`src/rtl/inc_rr_arbiter.sv`:
```
// Round-robin sequencer that time-shares one external INC datapath among NREQ requesters.
// Optional build macro INC_ARB_SAT_EN: saturate d to all-ones on overflow instead of wrapping.
module inc_rr_arbiter #(
    parameter int unsigned DATAWIDTH = 32,
    parameter int unsigned NREQ      = 4,
    parameter int unsigned IDW       = $clog2(NREQ)
) (
    input  logic                      Clk,
    input  logic                      Rst_n,
    input  logic [NREQ-1:0]           req,
    input  logic [NREQ*DATAWIDTH-1:0] a_flat,
    output logic [NREQ-1:0]           gnt,
    output logic [DATAWIDTH-1:0]      inc_a,
    input  logic [DATAWIDTH-1:0]      inc_d,
    output logic [DATAWIDTH-1:0]      d,
    output logic                      d_valid,
    output logic [IDW-1:0]            d_id,
    output logic                      ovf,
    output logic                      busy
);

    typedef enum logic [1:0] {
        IDLE  = 2'd0,
        ISSUE = 2'd1,
        DONE  = 2'd2
    } state_t;

    state_t                 state_q, state_d;
    logic [NREQ-1:0]        gnt_q, gnt_d;
    logic [DATAWIDTH-1:0]   inc_a_q, inc_a_d;
    logic [DATAWIDTH-1:0]   d_q, d_d;
    logic                   d_valid_q, d_valid_d;
    logic [IDW-1:0]         d_id_q, d_id_d;
    logic                   ovf_q, ovf_d;
    logic [IDW-1:0]         ptr_q, ptr_d;

    logic [IDW-1:0]         win;
    logic                   hit;
    int unsigned            idx;

    // First asserted request at or after ptr, wrapping modulo NREQ.
    always_comb begin
        win = '0;
        hit = 1'b0;
        idx = 0;
        for (int unsigned k = 0; k < NREQ; k++) begin
            idx = (32'(ptr_q) + k) % NREQ;
            if (!hit && req[idx[IDW-1:0]]) begin
                hit = 1'b1;
                win = idx[IDW-1:0];
            end
        end
    end

    always_ff @(posedge Clk or negedge Rst_n) begin
        if (!Rst_n) begin
            state_q   <= IDLE;
            gnt_q     <= '0;
            inc_a_q   <= '0;
            d_q       <= '0;
            d_valid_q <= 1'b0;
            d_id_q    <= '0;
            ovf_q     <= 1'b0;
            ptr_q     <= '0;
        end else begin
            state_q   <= state_d;
            gnt_q     <= gnt_d;
            inc_a_q   <= inc_a_d;
            d_q       <= d_d;
            d_valid_q <= d_valid_d;
            d_id_q    <= d_id_d;
            ovf_q     <= ovf_d;
            ptr_q     <= ptr_d;
        end
    end

    always_comb begin
        state_d = state_q;
        unique case (state_q)
            IDLE:    if (|req) state_d = ISSUE;
            ISSUE:   state_d = DONE;
            DONE:    state_d = IDLE;
            default: state_d = IDLE;
        endcase
    end

    always_comb begin
        gnt_d     = gnt_q;
        inc_a_d   = inc_a_q;
        d_d       = d_q;
        d_valid_d = d_valid_q;
        d_id_d    = d_id_q;
        ovf_d     = ovf_q;
        ptr_d     = ptr_q;
        unique case (state_q)
            IDLE: begin
                if (hit) begin
                    gnt_d   = '0;
                    gnt_d[win] = 1'b1;
                    inc_a_d = a_flat[win*DATAWIDTH +: DATAWIDTH];
                    d_id_d  = win;
                end
            end
            ISSUE: begin
                ovf_d     = &inc_a_q;
                d_valid_d = 1'b1;
`ifdef INC_ARB_SAT_EN
                d_d       = (&inc_a_q) ? '1 : inc_d;
`else
                d_d       = inc_d;
`endif
            end
            DONE: begin
                gnt_d     = '0;
                d_valid_d = 1'b0;
                ptr_d     = (d_id_q == IDW'(NREQ - 1)) ? '0 : d_id_q + 1'b1;
            end
            default: ;
        endcase
    end

    assign gnt     = gnt_q;
    assign inc_a   = inc_a_q;
    assign d       = d_q;
    assign d_valid = d_valid_q;
    assign d_id    = d_id_q;
    assign ovf     = ovf_q;
    assign busy    = (state_q != IDLE);

endmodule

```
`config.mk`:
```
export PLATFORM = sky130hd
export DESIGN_NAME = inc_rr_arbiter
export DESIGN_NICKNAME = d
export VERILOG_FILES = /design/src/rtl/inc_rr_arbiter.sv
export SDC_FILE = /design/constraint.sdc
export NUM_CORES = 1
export LEC_CHECK = 0
export ABC_AREA = 0
export BUFFER_PORTS_ARGS = -buffer_cell sky130_fd_sc_hd__buf_2
export CAP_MARGIN = 5
export CORE_MARGIN = 5
export CORE_UTILIZATION = 40
export CTS_CLUSTER_DIAMETER = 100
export DETAILED_ROUTE_END_ITERATION = 8
export PLACE_DENSITY = 0.78
export SETUP_SLACK_MARGIN = 0.2
export SYNTH_ARGS = -nofsm -noshare
export SYNTH_HDL_FRONTEND = slang
export SYNTH_SLANG_ARGS = --single-unit
```
`constraint.sdc`:
```
create_clock -name Clk -period 1.65 [get_ports Clk]
set_input_delay 0.2475 -clock Clk [delete_from_list [all_inputs] [get_ports Clk]]
set_output_delay 0.2475 -clock Clk [all_outputs]
set_load 0.05 [all_outputs]
```
==> impl_results.md, run 1 <==
* Final Net Count at 815
* Failing checks: negative setup slack
* Post-Synth XOR/XNOR Area at 0
* #FFs+latches synth at 76
* Worst setup SP type: flip-flop
* ANT nets after route at 0
* DIE HEIGHT at 109.7 um
* Gpl congestion at 0.8760
* Gr usage total at 0.2375
* WL final at 15590 um
* Crit Path Class: flip-flop to flip-flop
* Netlist Area Pre-Place at 3978 um^2
* Placed cell count at 731
* Vias/cell at 5.469
* Largest family of logic cells by synthesized area: compound AO/OA/AOI/OAI gates
* Worst min path class: input pin to flip-flop
* Post-route cell area at 6673 um^2
* Flop pwr share at 0.222
* Later-pin clock latency in the skew report at 0.35 ns
* Via count of the first global-routing pass at 4291
* Post-synthesis area per instance at 10.78 um^2
* P_int at 7995 uW
* Cells after Synth at 369
* Status: finished, violations left
* Overflow after GRT at 0
* Peak supply drop at 1.161 mV
* Area leader, netlist: dfrtp_1
* CP max FO at 10
* Fin crit share at 1.038
* Layout cell share with drive strength beyond 1 at 0.6451
* Max Root-Sink Buffers at 2
* Relative slew slack at 0.7145
* Stages on worst setup path at 6
* Switching pwr at 8179 uW
* Most common cell in the netlist: dfrtp_1
* Crit-path max cell delay at 0.40 ns
* Cts bufs inserted at 9
* EDFF count, synth at 0
* Pleak at 0.003160 uW
* RSZ-0062 raised after global routing: true
* Synth Warn # at 0
* Top cells by area, synth: dfrtp_1 (48%), mux2_2 (9.9%), mux2i_1 (8.1%)
* Hold Path Depth at 2
* Core region area at 9729 um^2
* Critical path cell sequence: and2b_4 > buf_6 > o2bb2ai_4 > buf_12 > a221oi_2 > o22ai_2
* Clk pin slew, worst setup/hold paths at 0.08 ns
* H-tree levels at 3
* First-pass GRT wire length at 21600 um
* Sink Count at 76
* Final hold viol count at 0
* PwrDens at 2424 nW/um^2
* Post-Synth Adder-Cell Area at 0.01887
* Finished Core Util at 0.6858
* Synth Net Count at 541
* Initial antenna violation count at 0
* Hold slack at 0.1203 ns
* Largest net degree at the start of global routing at 47
* Top FF cell, synth: dfrtp_1
* Drt pass-1 iters at 5
* Iter 0 DRT Violations at 288
* CP max stage cell: dfrtp_1
* Initial Utilization at 0.4088
* Buffers and inverters on the worst path at 2
* CTS tree: yes
* Fmax at 584.1 MHz
* Area Growth Syn to Fin at 67.76%
* Max-Cap Viols at 0
* Setup WS post-layout at -0.06196 ns
* Clk root buf: clkbuf_8
* Reg2Reg Depth at 6
* Die W at 109.7 um
* Async set or reset register ratio after synthesis at 1.000
* Die ar. at 12040 um^2
* Detailed-route wire length per cell at 19.96 um
* Post-synth top area share at 0.4781
* Setup TNS at -0.2482 ns
* Family with the most delay on the worst path: compound AO/OA/AOI/OAI gates
* Final Max Slew Viols at 0
* Placed cell area at 5689 um^2
* Gate power share at 0.691
* Final min period at 1.712 ns
* Yosys cell types at 36
* Hpwl dp at 10820 um
* Clock power frac at 0.087
* Arr. time, crit path at 1.95 ns
* DRC viols at 0
* Ports at 239
* Sw Ratio at 0.5057
* DR vias at 4271
* CP Capture Type: flip-flop
* Num rows at 36
* ANT cells at 0
* Finish-stage setup viols at 12
* Worst-Margin Slew at 0.4282 ns
* Register area share after synthesis at 0.4781
* Synth cell count leaders: dfrtp_1 (76), o21ai_0 (37), mux2_2 (35)
* I/O Buffers at 238
* Simple-gate share of the synthesized area at 0.07424
* Mux cell area share after synthesis at 0.1796
* Setup Skew at 0.01173 ns
* CP required at 1.89 ns
* Compound-Gate Fraction of Synth Area at 0.2051
* Non-Filler Instances at 781
## routing by layer
metal  global-route usage  vias to the layer above  share of wire
li1                     -                     1966              -
met2               0.4159                      239           0.51
met3              0.03758                       21          0.085
met5                    0                        -              0
met1               0.2860                     2045           0.38
met4               0.1077                        0          0.016
## per-stage QoR
stage          power (uW)  worst slack, ns
2_1_floorplan       10270          -0.1964
3_3_place_gp        12380         -0.03475
3_5_place_dp        12660          -0.1268
4_1_cts             15380         -0.04919
5_1_grt             16920          -0.1407
6_report            16170         -0.06196
## flip-flops by register name, indices dropped and copies added (netlist names)
signal / flops
state_q: 2
gnt: 4
ptr_q: 2
ovf: 1
d: 32
inc_a: 32
d_id: 2
d_valid: 1
## worst reg2reg max path: stages, from the launching register on
cell       delay (ns)
dfrtp_1          0.40
and2b_4          0.23
buf_6            0.12
o2bb2ai_4        0.19
buf_12           0.20
a221oi_2         0.34
o22ai_2          0.13
## area by class of cell
type	instances	area, um^2
sequential	76	1903
clock buffer	9	123.9
tap	133	166.4
fill	725	3057
inverter	6	26.28
multi-input combinational	258	2352
clock inverter	7	66.31
timing repair buffer	292	2034
## cells in the final DEF (no fill, tap or decap), types with 3 or more instances in the layout
cell type  netlist  layout
a21oi_1          3       3
a221oi_2         0      30
a22oi_2          0       3
buf_12           0      11
buf_16           0       7
buf_2           11     236
buf_4            0      17
buf_6            4      12
buf_8            0       4
clkbuf_16        0       3
clkbuf_8         0       9
clkinv_2         0       4
dfrtp_1         76      75
ha_1             6       3
inv_2            1       3
mux2_2          35      34
mux2i_1         32      24
mux2i_2          0       5
mux2i_4          0       3
nand2_1         14      13
nand4_1          7       7
nor2_1          33      28
nor2_2           1       5
o21ai_0         37      28
o21ai_1          1       8
o22ai_1         33      29
o22ai_2          1       4
## final timing paths
kind	startpoint	to	slack [ns]
max	ptr_q[0]	inc_a[10]	-0.06
min	inc_d[27]	d[27]	0.12
max reg2reg	ptr_q[0]	inc_a[10]	-0.06
min reg2reg	d[23]	d[23]	0.50
max in group asynchronous	Rst_n	d[16]	0.65
min in group asynchronous	Rst_n	d[29]	0.39
## cell families after synthesis
logic type	count (synthesis)
DFF	76
muxes	67
adders and majority gates	6
buffers and inverters	35
AOI/OAI and AO/OA	120
and+or+nand+nor	65
## what timing repair did
item                       CTS  global route
buffers inserted            15             7
setup endpoints to repair   69            72
hold endpoints to repair    30             0
hold buffers                 1             0
cloned                       8             3
resized for setup           38            46
pin swaps                   12            25
## power groups by stage
stage | clock network [uW] | registers (uW) | logic [uW]
5_1_grt | 1490 | 3710 | 11700
2_1_floorplan | 0 | 6460 | 3800
4_1_cts | 1440 | 3540 | 10400
3_5_place_dp | 0 | 3580 | 9080
3_3_place_gp | 0 | 3500 | 8880
6_report | 1410 | 3590 | 11200
No activity file was read; power rests on OpenSTA's default activity.
==> run 2, diff against run 1 <==
--- a/config.mk
+++ b/config.mk
@@ -9,11 +9,11 @@
 export BUFFER_PORTS_ARGS = -buffer_cell sky130_fd_sc_hd__buf_2
 export CAP_MARGIN = 5
 export CORE_MARGIN = 5
-export CORE_UTILIZATION = 40
+export CORE_UTILIZATION = 47
 export CTS_CLUSTER_DIAMETER = 100
 export DETAILED_ROUTE_END_ITERATION = 8
-export PLACE_DENSITY = 0.78
-export SETUP_SLACK_MARGIN = 0.2
+export PLACE_DENSITY = 0.86
+export SETUP_SLACK_MARGIN = 0.1
 export SYNTH_ARGS = -nofsm -noshare
 export SYNTH_HDL_FRONTEND = slang
 export SYNTH_SLANG_ARGS = --single-unit
==> constraint.sdc (replaced) <==
create_clock -name Clk -period 2.1 [get_ports Clk]
set_input_delay 0.315 -clock Clk [delete_from_list [all_inputs] [get_ports Clk]]
set_output_delay 0.315 -clock Clk [all_outputs]
set_load 0.05 [all_outputs]
==> run 2 against run 1 <==
  * Wire length fell by 11%
  * Core utilization fell by 1.0 points
  * Cell count fell by 8.8%
  * Largest power group unchanged
  * Cell area fell by 17%
  * Sequential power fell by 22%
  * Hold slack improved by 0.068 ns
  * Non-clock buffer count fell by 42
  * Power fell by 35%
  * The run now ends clean
==> impl_results.md, run 2 (synthesized netlist as in run 1, its figures left out) <==
* Fmax at 526.7 MHz
* Setup TNS at 0 ns (was -0.2482 ns)
* Status: finished, final reports clean (was finished, violations left)
* DR vias at 4023 (was 4271)
* Commonest non-fill, non-tap cell in the layout: buf_2 (unchanged)
* Area Growth Syn to Fin at 39.57% (was 67.76%)
* Finished Core Util at 0.6757 (was 0.6858)
* Max Root-Sink Buffers at 2 (unchanged)
* Layout cell share with drive strength beyond 1 at 0.5099 (was 0.6451)
* Iter 0 DRT Violations at 216 (was 288)
* Gr usage total at 0.2665 (was 0.2375)
* CP Capture Type: output port (was flip-flop)
* Drt pass-1 iters at 5 (unchanged)
* Die W at 102.0 um (was 109.7 um)
* Gpl congestion at 0.8556 (was 0.8760)
* Initial Utilization at 0.4841 (was 0.4088)
* Later-pin clock latency in the skew report at 0.35 ns (about the same)
* Num rows at 33 (was 36)
* CP max FO at 5 (was 10)
* Sink Count at 76 (unchanged)
* Setup Skew at 0.01294 ns (was 0.01173 ns)
* Initial antenna violation count at 2 (was 0)
* Clk root buf: clkbuf_8 (unchanged)
* Peak supply drop at 1.158 mV (was 1.161 mV)
* Core region area at 8217 um^2 (was 9729 um^2)
* Clk pin slew, worst setup/hold paths at 0.10 ns (was 0.08 ns)
* Largest net degree at the start of global routing at 77 (was 47)
* Worst setup SP type: flip-flop (unchanged)
* H-tree levels at 3 (unchanged)
* Detailed-route wire length per cell at 19.53 um (was 19.96 um)
* First-pass GRT wire length at 21580 um (was 21600 um)
* Crit Path Class: flip-flop to output port (was flip-flop to flip-flop)
* ANT nets after route at 0 (unchanged)
* WL final at 13910 um (was 15590 um)
* DRC viols at 0 (unchanged)
* Hpwl dp at 10510 um (was 10820 um)
* Arr. time, crit path at 1.58 ns (was 1.95 ns)
* Most frequent cells in the layout: buf_2 (236), dfrtp_1 (76), o21ai_0 (37) (was buf_2 (236), dfrtp_1 (75), mux2_2 (34))
* Vias/cell at 5.650 (was 5.469)
* Die ar. at 10400 um^2 (was 12040 um^2)
* PwrDens at 1908 nW/um^2 (was 2424 nW/um^2)
* Worst-Margin Slew at 0.4340 ns (was 0.4282 ns)
* Final Max Slew Viols at 0 (unchanged)
* Fin crit share at 0.9041
* Relative slew slack at 0.7107 (was 0.7145)
* Hold path start: inc_d[13] (was inc_d[27])
* FF-to-FF Start: state_q[1] (was ptr_q[0])
* Placed cell area at 5315 um^2 (was 5689 um^2)
* Worst min path class: input pin to flip-flop (unchanged)
* Pleak at 0.002731 uW (was 0.003160 uW)
* Crit path from: state_q[0] (was ptr_q[0])
* Finish-stage setup viols at 0 (was 12)
* Via count of the first global-routing pass at 4304 (was 4291)
* DIE HEIGHT at 102.0 um (was 109.7 um)
* Final Net Count at 773 (was 815)
* Overflow after GRT at 0 (unchanged)
* CP required at 1.78 ns (was 1.89 ns)
* Final min period at 1.899 ns
* I/O Buffers at 238 (unchanged)
* Cts bufs inserted at 9 (unchanged)
* RSZ-0062 raised after global routing: true (unchanged)
* Ports at 239 (unchanged)
* Non-Filler Instances at 712 (was 781)
* Placed cell count at 693 (was 731)
* Max-Cap Viols at 0 (unchanged)
* Final hold viol count at 0 (unchanged)
* CTS tree: yes (unchanged)
* Post-route cell area at 5552 um^2 (was 6673 um^2)
## run 2: area by class of cell
type | count | area (um^2)
Antenna cell | 1 | 2.502
Fill cell | 620 | 2665
Clock buffer | 9 | 123.9
Clock inverter | 7 | 83.83
Inverter | 6 | 22.52
Timing Repair Buffer | 250 | 1364
Tap cell | 105 | 131.4
Multi-Input combinational cell | 258 | 1922
Sequential cell | 76 | 1902
## run 2: timing repair
action	CTS	global route
hold endpoints to repair	48	0
hold buffers	1	0
buffers inserted	0	1
resized for setup	1	1
endpoints found under the setup margin	1	2
## run 2: metrics by stage
stage	hold slack (ns)	worst slack, ns	total power (uW)
final	0.1881	0.2014	10590
after global routing	0.1760	0.09445	11220
after CTS	0.1772	0.1546	10610
after detailed placement	0.3680	0.2341	9414
after global placement	0.3650	0.2816	9197
after floorplan	0.01941	0.1825	7620
## run 2: critical path, cell delays in order, from the launching register on
cell and delay, ns:
dfrtp_1 0.39, inv_1 0.10, ha_1 0.25, inv_1 0.15
buf_4 0.17, buf_4 0.20
## run 2: layer usage
layer / GRT usage / wire length (um) / share of wire
met1: 0.3090 / 4967 / 0.36
met2: 0.4658 / 7171 / 0.52
met3: 0.07713 / 1447 / 0.10
met4: 0.1019 / 308 / 0.022
met5: 0 / 13 / 0.00093
## run 2: worst paths after layout
path | endpoint | slack, ns | cells past startpoint
worst max-delay path | busy | 0.20 | 5
worst min-delay path | d[13] | 0.19 | 2
worst max register to register | inc_a[15] | 0.30 | 7
worst min register to register | d[15] | 0.51 | 1
max in group asynchronous | inc_a[21] | 1.22 | 3
min in group asynchronous | inc_a[20] | 0.50 | 3
## run 2: power breakdown
group | switching, uW | internal, uW | leakage (uW)
combinational | 4530 | 2090 | 0.00175
clock | 607 | 568 | 0.000102
sequential | 587 | 2200 | 0.000879
total | 5730 | 4870 | 0.00273
==> run 3, diff against run 2 <==
--- a/config.mk
+++ b/config.mk
@@ -13,7 +13,7 @@
 export CTS_CLUSTER_DIAMETER = 100
 export DETAILED_ROUTE_END_ITERATION = 8
 export PLACE_DENSITY = 0.86
-export SETUP_SLACK_MARGIN = 0.1
+export SETUP_SLACK_MARGIN = 0.3
 export SYNTH_ARGS = -nofsm -noshare
 export SYNTH_HDL_FRONTEND = slang
 export SYNTH_SLANG_ARGS = --single-unit
==> run 3 against run 2 <==
  * Critical path depth is 2 higher
  * Largest power group unchanged
  * Clock skew is 0.00083 ns higher
  * Sequential cell count stayed put
  * Cell area is 4.2% higher
==> impl_results.md, run 3 (synthesized netlist as in run 1, its figures left out) <==
* Setup TNS at 0 ns (unchanged)
* Gpl congestion at 0.9637 (was 0.8556)
* Overflow after GRT at 0 (unchanged)
* Crit Path Class: flip-flop to flip-flop (was flip-flop to output port)
* FF/Latch Area at 1902 um^2 (unchanged)
* Pleak at 0.002830 uW (was 0.002731 uW)
* Worst setup SP type: flip-flop (unchanged)
* Core region area at 8217 um^2 (unchanged)
* PwrDens at 1882 nW/um^2 (was 1908 nW/um^2)
* Detailed-route wire length per cell at 20.00 um (was 19.53 um)
* First-pass GRT wire length at 21910 um (was 21580 um)
* Area Growth Syn to Fin at 45.49% (was 39.57%)
* Gr usage total at 0.2694 (was 0.2665)
* I/O Buffers at 238 (unchanged)
* Post-route cell area at 5787 um^2 (was 5552 um^2)
* Drt pass-1 iters at 5 (unchanged)
* CP Capture Type: flip-flop (was output port)
* Largest net degree at the start of global routing at 45 (was 77)
* Num rows at 33 (unchanged)
* Final Net Count at 782 (was 773)
* Placed cell area at 5517 um^2 (was 5315 um^2)
* Filler cell count at 585 (was 620)
* ANT nets after route at 0 (unchanged)
* Clk pin slew, worst setup/hold paths at 0.09 ns (was 0.10 ns)
* Relative slew slack at 0.6194 (was 0.7107)
* Later-pin clock latency in the skew report at 0.35 ns (about the same)
* Worst min path class: input pin to flip-flop (unchanged)
* Final Max Slew Viols at 0 (unchanged)
* Via count of the first global-routing pass at 4345 (was 4304)
* Peak supply drop at 1.504 mV (was 1.158 mV)
* Hold Path Depth at 2 (unchanged)
* Cts bufs inserted at 9 (unchanged)
* Final hold viol count at 0 (unchanged)
* Max-Cap Viols at 0 (unchanged)
* Hpwl dp at 11040 um (was 10510 um)
* Finish-stage setup viols at 0 (unchanged)
* RSZ-0062 raised after global routing: true (unchanged)
* Arr. time, crit path at 2.00 ns (was 1.58 ns)
* DRC viols at 0 (unchanged)
* Setup Skew at 0.01376 ns (was 0.01294 ns)
* Layout cell share with drive strength beyond 1 at 0.5740 (was 0.5099)
* Placed cell count at 700 (was 693)
* Clk root buf: clkbuf_8 (unchanged)
* DIE HEIGHT at 102.0 um (unchanged)
* Vias/cell at 5.756 (was 5.650)
* Most frequent cells in the layout: buf_2 (236), dfrtp_1 (76), o21ai_0 (37) (unchanged)
* Initial antenna violation count at 1 (was 2)
* DR vias at 4150 (was 4023)
* Die W at 102.0 um (unchanged)
* Worst-Margin Slew at 0.5710 ns (was 0.4340 ns)
* R2R Path End: inc_a[1] (was inc_a[15])
* CP max FO at 21 (was 5)
* Final min period at 1.765 ns (was 1.899 ns)
* CTS tree: yes (unchanged)
* Reg2Reg Depth at 7 (unchanged)
* Hold EP: d[8] (was d[13])
* Initial Utilization at 0.4841 (unchanged)
* FF-to-FF Start: state_q[1] (unchanged)
* Final Power at 10890 uW (was 10590 uW)
* Hold path start: inc_d[8] (was inc_d[13])
* Iter 0 DRT Violations at 127 (was 216)
* Reg2reg setup slack at 0.33 ns (was 0.30 ns)
* Multi-input gate area at 2133 um^2 (was 1922 um^2)
* Die ar. at 10400 um^2 (unchanged)
* Status: finished, final reports clean (unchanged)
* H-tree levels at 3 (unchanged)
* Commonest non-fill, non-tap cell in the layout: buf_2 (unchanged)
* Ports at 239 (unchanged)
* Fin crit share at 0.8406 (was 0.9041)
* Fmax at 566.5 MHz (was 526.7 MHz)
* CP required at 2.34 ns (was 1.78 ns)
* Sink Count at 76 (unchanged)
* Max Root-Sink Buffers at 2 (unchanged)
* Non-Filler Instances at 721 (was 712)
* WL final at 14420 um (was 13910 um)
-- run 3: cell types whose count changed in the layout (fill, tap and decap cells not counted), moves of 2 or more --
cell      before  now
buf_6          0    2
a221oi_2       1   29
inv_2          1    3
buf_12         6    3
buf_4          7   16
inv_1          5    2
a221oi_1      31    3
-- run 3: what timing repair did --
action / in CTS / in global routing
buffers inserted: 1 / 2
hold endpoints to repair: 41 / 0
gates resized for setup: 4 / 9
cloned: 0 / 0
hold buffers: 1 / 0
endpoints found under the setup margin: 24 / 33
-- run 3: area by class of cell --
type	instances	share of cell area
diodes	1	0.0004324
clock buffers	9	0.02141
clock inverters	7	0.01016
inverters	6	0.004541
multi-input cells	258	0.3686
flip-flops and latches	76	0.3286
well taps	105	0.02270
repair buffers	259	0.2435
-- run 3: worst max-delay path, cell delays in order, from the launching register on --
cell        delay, ns
dfrtp_1          0.42
inv_2            0.11
ha_4             0.17
clkinvlp_4       0.15
a21o_2           0.25
buf_8            0.18
a221oi_1         0.26
o22ai_1          0.11
-- run 3: through the flow --
step	utilization	hold slack (ns)	setup WS [ns]
floorplan	-	0.01941	0.2536
global placement	0.6714	0.3334	0.2879
detailed placement	0.6714	0.3415	0.1738
CTS	0.6979	0.1781	0.3106
global route	0.7043	0.1827	0.2589
finish	0.7043	0.1887	0.3347
-- run 3: worst max path at each step --
stage	cells past startpoint	startpoint	slack [ns]	endpoint
3_5_place_dp	7	req[3]	0.17	inc_a[3]
4_1_cts	4	state_q[1]	0.31	busy
5_1_grt	6	ptr_q[0]	0.26	inc_a[24]
3_3_place_gp	7	req[3]	0.29	inc_a[15]
6_report	7	state_q[1]	0.33	inc_a[1]
2_1_floorplan	8	state_q[1]	0.25	inc_a[22]
-- run 3: per-layer routing --
metal  vias up  GRT usage  routed length (um)
met5         -          0                   0
met4         0     0.1039                 395
met1      1994     0.3148                5145
met3        32    0.07577                1460
met2       224     0.4693                7418
li1       1900          -                   -
-- run 3: where the power goes --
part / internal, uW / total [uW] / leakage [uW] / switching, uW
clock network: 448 / 1070 / 0.0000921 / 617
registers: 2200 / 2800 / 0.000879 / 596
logic: 2280 / 7030 / 0.00186 / 4750
